==> src/rtl/signed_adder8_if.sv <==
// Operand/result bundle for the registered signed adder.
// Carries no logic: the master drives operands and enable, and the slave returns the registered results.
// There is no backpressure, so a new operand pair may be presented on every cycle.
interface signed_adder8_if #(
  parameter int WIDTH = 8
);
  logic [WIDTH-1:0] inp1;
  logic [WIDTH-1:0] inp2;
  logic             enable;
  logic [WIDTH-1:0] sum;
  logic             overflow_flag;

  modport master (
    output inp1,
    output inp2,
    output enable,
    input  sum,
    input  overflow_flag
  );

  modport slave (
    input  inp1,
    input  inp2,
    input  enable,
    output sum,
    output overflow_flag
  );
endinterface

==> src/rtl/signed_adder8.sv <==
// Registered two's-complement adder that also produces a signed-overflow flag.
// Latency is 1 clock from operand/enable sampling to sum/overflow_flag; throughput is one pair per cycle.
// There is no backpressure; enable=0 holds both outputs and ignores the operands.
module signed_adder8 #(
  parameter int WIDTH = 8
) (
  input  logic            clk,
  input  logic            reset,
  signed_adder8_if.slave  bus
);

  localparam int MSB = WIDTH - 1;

  logic [WIDTH:0]   carry;
  logic [WIDTH-1:0] raw;
  logic             ovf;

  logic [WIDTH-1:0] sum_q;
  logic [WIDTH-1:0] sum_d;
  logic             ovf_q;
  logic             ovf_d;

  // Ripple-carry chain with carry-in 0. The final carry-out is used only for overflow detection.
  always_comb begin
    carry = '0;
    raw   = '0;
    for (int i = 0; i < WIDTH; i++) begin
      raw[i]     = bus.inp1[i] ^ bus.inp2[i] ^ carry[i];
      carry[i+1] = (bus.inp1[i] & bus.inp2[i]) |
                   (carry[i] & (bus.inp1[i] ^ bus.inp2[i]));
    end
  end

  // Signed overflow occurs when the carry into the MSB differs from the carry out of it.
  // This is the same as two like-signed operands producing a result of the opposite sign.
  assign ovf = carry[WIDTH] ^ carry[MSB];

  // Next state: capture on enable, otherwise hold.
  // The operands are never selected while enable is 0, so unknown operands cannot reach the registers.
  always_comb begin
    sum_d = sum_q;
    ovf_d = ovf_q;
    if (bus.enable) begin
      sum_d = raw;
      ovf_d = ovf;
    end
  end

  // Output registers: synchronous reset takes priority over capture.
  always_ff @(posedge clk) begin
    if (reset) begin
      sum_q <= '0;
      ovf_q <= 1'b0;
    end else begin
      sum_q <= sum_d;
      ovf_q <= ovf_d;
    end
  end

  assign bus.sum           = sum_q;
  assign bus.overflow_flag = ovf_q;

endmodule

==> src/flat_wrapper.sv <==
// flat-port wrapper written by rule: the top's interface ports become plain ports
module signed_adder8_flat 
#(
  parameter int WIDTH = 8
)
  (clk, reset, bus_inp1, bus_inp2, bus_enable, bus_sum, bus_overflow_flag);
  signed_adder8_if #(.WIDTH(WIDTH)) bus_i ();
  input  logic clk;
  input  logic reset;
  input wire logic [$bits(bus_i.inp1)-1:0] bus_inp1;
  input wire logic [$bits(bus_i.inp2)-1:0] bus_inp2;
  input wire logic [$bits(bus_i.enable)-1:0] bus_enable;
  output wire logic [$bits(bus_i.sum)-1:0] bus_sum;
  output wire logic [$bits(bus_i.overflow_flag)-1:0] bus_overflow_flag;
  assign bus_i.inp1 = bus_inp1;
  assign bus_i.inp2 = bus_inp2;
  assign bus_i.enable = bus_enable;
  assign bus_sum = bus_i.sum;
  assign bus_overflow_flag = bus_i.overflow_flag;
  signed_adder8 #(.WIDTH(WIDTH)) u_core (.clk(clk), .reset(reset), .bus(bus_i));
endmodule
==> config.mk <==
export PLATFORM = sky130hd
export DESIGN_NAME = signed_adder8_flat
export DESIGN_NICKNAME = d
export VERILOG_FILES = /design/src/rtl/signed_adder8_if.sv /design/src/rtl/signed_adder8.sv /design/src/flat_wrapper.sv
export SDC_FILE = /design/constraint.sdc
export NUM_CORES = 1
export LEC_CHECK = 0
export BUFFER_PORTS_ARGS = -buffer_cell sky130_fd_sc_hd__buf_2
export CAP_MARGIN = 20
export CORE_ASPECT_RATIO = 1.25
export CORE_MARGIN = 8
export CORE_UTILIZATION = 30
export CTS_CLUSTER_SIZE = 14
export DETAILED_ROUTE_END_ITERATION = 10
export SLEW_MARGIN = 20
export SYNTH_ARGS = -nofsm -noshare
export SYNTH_HDL_FRONTEND = slang
export SYNTH_SLANG_ARGS = --single-unit
export TNS_END_PERCENT = 1
==> constraint.sdc <==
create_clock -name clk -period 5.1 [get_ports clk]
set_input_delay 1.02 -clock clk [delete_from_list [all_inputs] [get_ports clk]]
set_output_delay 1.02 -clock clk [all_outputs]
set_load 0.05 [all_outputs]
==> impl_metrics.py <==
metrics = {
    "layout": {
        "drive_gt1_share_pct": 43.7,
        "final_nets": 99,
        "n_antenna_cell": 0,
        "areaGrowthSynthToFinish_pct": 34.1,
    },
    "worst_hold_path": {
        "worstHoldStart": "u_core.bus.sum[3]$_SDFFE_PP0P_",
        "min_path_type": "flip-flop to flip-flop",
    },
    "clock_tree": {
        "htreeDepth": 1,
        "clk_pin_slew_ns": 0.06,
        "clock_latency_ns": 0.25,
        "cts_resized": 0,
        "post_cts_buffers": 0,
        "cts_root_buffer": "clkbuf_4",
        "hold_buffers": 0,
        "clk_path_buf_depth": 2,
        "cts_tree": "yes",
        "cts.sinks": 9,
        "cts_buffers": 3,
    },
    "die": {
        "top_level_ports": 28,
        "fp.dieW_um": 52.4,
        "rows": 16,
        "fp.dieH_um": 61.4,
        "dieArea_mm2": 0.00322,
        "coreArea_mm2": 0.00156,
        "initial_core_util_pct": 31.7,
    },
    "synthesis": {
        "ys_async_sr_fraction_pct": 0,
        "netlist_top_cells_count": "9 x dfxtp_1, 9 x nor2_1, 7 x fa_1, 7 x mux2i_1, 4 x inv_1",
        "synth_top_cell_by_area": "dfxtp_1",
        "synth_edf_count": 0,
        "synthFlopType": "dfxtp_1",
        "syn_area_um2": 495,
        "syn_nets": 69,
        "yosysTopAreaCellShare_pct": 36.4,
        "ys_ff_latch": 9,
        "yosys_warnings": 0,
        "yosysUniqueCellTypes": 11,
        "ys_seq_area_share_pct": 36.4,
        "syn-mean-instance-area_um2": 11.8,
        "synthTopCellsByArea": "dfxtp_1 36%, fa_1 28%, mux2i_1 14%",
        "synth_cells": 42,
    },
    "global_route": {
        "groute.usage.overall_pct": 7.58,
        "grt_max_degree": 12,
        "grt_pass1_vias": 484,
        "grt_pass1_wl_um": 1840,
        "overflow": 0,
        "antenna_found_initial": 0,
    },
    "pwr": {
        "p_sw_uw": 72.3,
        "ir_worst_vdd_uv": 119,
        "power_frac_comb_pct": 34.3,
        "p_seq_share_pct": 39.6,
        "intPower_uw": 132,
        "power.density_mw_per_mm2": 307,
        "swShare_pct": 35.4,
        "clockPowerShare_pct": 26.1,
        "p_leak_nw": 0.347,
    },
    "sta": {
        "max_freq_ghz": 0.241,
        "whs_ns": 0.491,
        "period_needed_ns": 4.15,
        "tns_ns": 0,
        "tightest_slew_ns": 0.293,
        "grt_setup_unrepaired": "no",
        "maxSlewHeadroom_pct": 80.4,
        "slew_violations": 0,
        "skew_ns": 0,
        "post-route-period-util_pct": 81.3,
        "hold_viol_final": 0,
        "setup_viol": 0,
    },
    "place": {
        "io_buffers": 27,
        "routabilityCongestion": 0.622,
        "dp_hpwl_um": 918,
    },
    "setup_path": {
        "critPathRequiredTime_ns": 5.27,
        "cp_max_fo": 2,
        "endpoint_kind": "flip-flop",
        "r2r-start": "u_core.bus.overflow_flag$_SDFFE_PP0P_",
        "crit_start": "bus_inp2[0]",
        "worstPathArrival_ns": 4.31,
        "path_class": "primary input to flip-flop",
        "cp-start-kind": "primary input",
    },
    "route": {
        "vias": 390,
        "drt_iter0_drc": 9,
        "drc_errors": 0,
        "viasPerCell": 4.38,
        "drtPass1Iterations": 2,
        "wl_um": 1070,
        "wire_per_inst_um": 12.0,
        "detail-route-antenna-nets": 0,
    },
    "outcome": {
        "status": "completed",
    },
    "run": {
        "cap_violations": 0,
    },
}
[worst max-delay path, cell delays in order]
cell and delay (ns):
buf_2 0.10, ha_1 0.18, inv_1 0.06, fa_1 0.17, inv_1 0.05, fa_1 0.37
fa_1 0.39, fa_1 0.38, fa_1 0.40, fa_1 0.43, fa_1 0.40, xnor2_1 0.14
a211oi_1 0.23
[state kept, by name, summed over array words and instances, names as in the netlist]
signal	cells
u_core.bus.sum	8
u_core.bus.overflow_flag	1
[placed cells by master (no fill, tap or decap)]
master / instances
clkbuf_1: 1
buf_2: 27
xnor2_1: 1
clkbuf_4: 3
a211oi_1: 1
a211oi_2: 1
mux2i_1: 7
fa_1: 7
inv_1: 4
dfxtp_1: 9
nor2_1: 9
ha_1: 1
[through the flow]
| step | cell area [um^2] | power [mW] | cells | utilization, % | setup slack, ns |
|---|---|---|---|---|---|
| final | 664 | 0.204 | 89 | 42.5 | 0.954 |
| after global routing | 664 | 0.219 | 89 | 42.5 | 0.772 |
| after CTS | 664 | 0.208 | 89 | 42.5 | 0.881 |
| after detailed placement | 638 | 0.154 | 85 | 40.9 | 0.658 |
| after global placement | 638 | 0.152 | 85 | 40.9 | 0.717 |
| after floorplan | 495 | 0.133 | 42 | - | 0.949 |
[cell type report]
cell class	instances	area (um^2)
clock buffers	4	26.3
fillers	170	897
multi-input cells	27	285
flip-flops and latches	9	180
inverters	4	15.0
repair buffers	27	135
well taps	18	22.5
[path summary, 6_finish.rpt]
path / to / slack (ns) / cells after the start
max: u_core.bus.overflow_flag$_SDFFE_PP0P_ / 0.95 / 13
min: u_core.bus.sum[3]$_SDFFE_PP0P_ / 0.49 / 2
max reg2reg: u_core.bus.overflow_flag$_SDFFE_PP0P_ / 4.42 / 2
min reg2reg: u_core.bus.sum[3]$_SDFFE_PP0P_ / 0.49 / 2
[metal layers]
layer	share of wire [%]	up-vias	wire length, um	global-route usage (%)
met5	0	-	0	0
met3	10	2	111	4.11
met4	0.94	0	10	4.44
met2	50	16	530	12.7
met1	39	182	417	7.11
li1	-	190	-	-
[cells by family (layout without fill, tap and decap cells)]
family / Yosys count / in the layout / share of synthesized area, %
muxes: 7 / 7 / 14.1
and+or+nand+nor: 9 / 9 / 6.82
adders and majority gates: 8 / 8 / 30.8
buffers and inverters: 6 / 35 / 6.06
xor gates and xnor gates: 1 / 1 / 1.77
AOI/OAI and AO/OA: 2 / 2 / 4.04
DFF: 9 / 9 / 36.4
[power by group through the flow]
stage	combinational [mW]	sequential, mW	clock, mW
2_1_floorplan	0.0248	0.108	0
5_1_grt	0.0773	0.0817	0.0600
3_5_place_dp	0.0714	0.0825	0
6_report	0.0700	0.0808	0.0533
4_1_cts	0.0717	0.0810	0.0548
3_3_place_gp	0.0698	0.0821	0
Note: power is estimated with default switching activity, not from simulation.
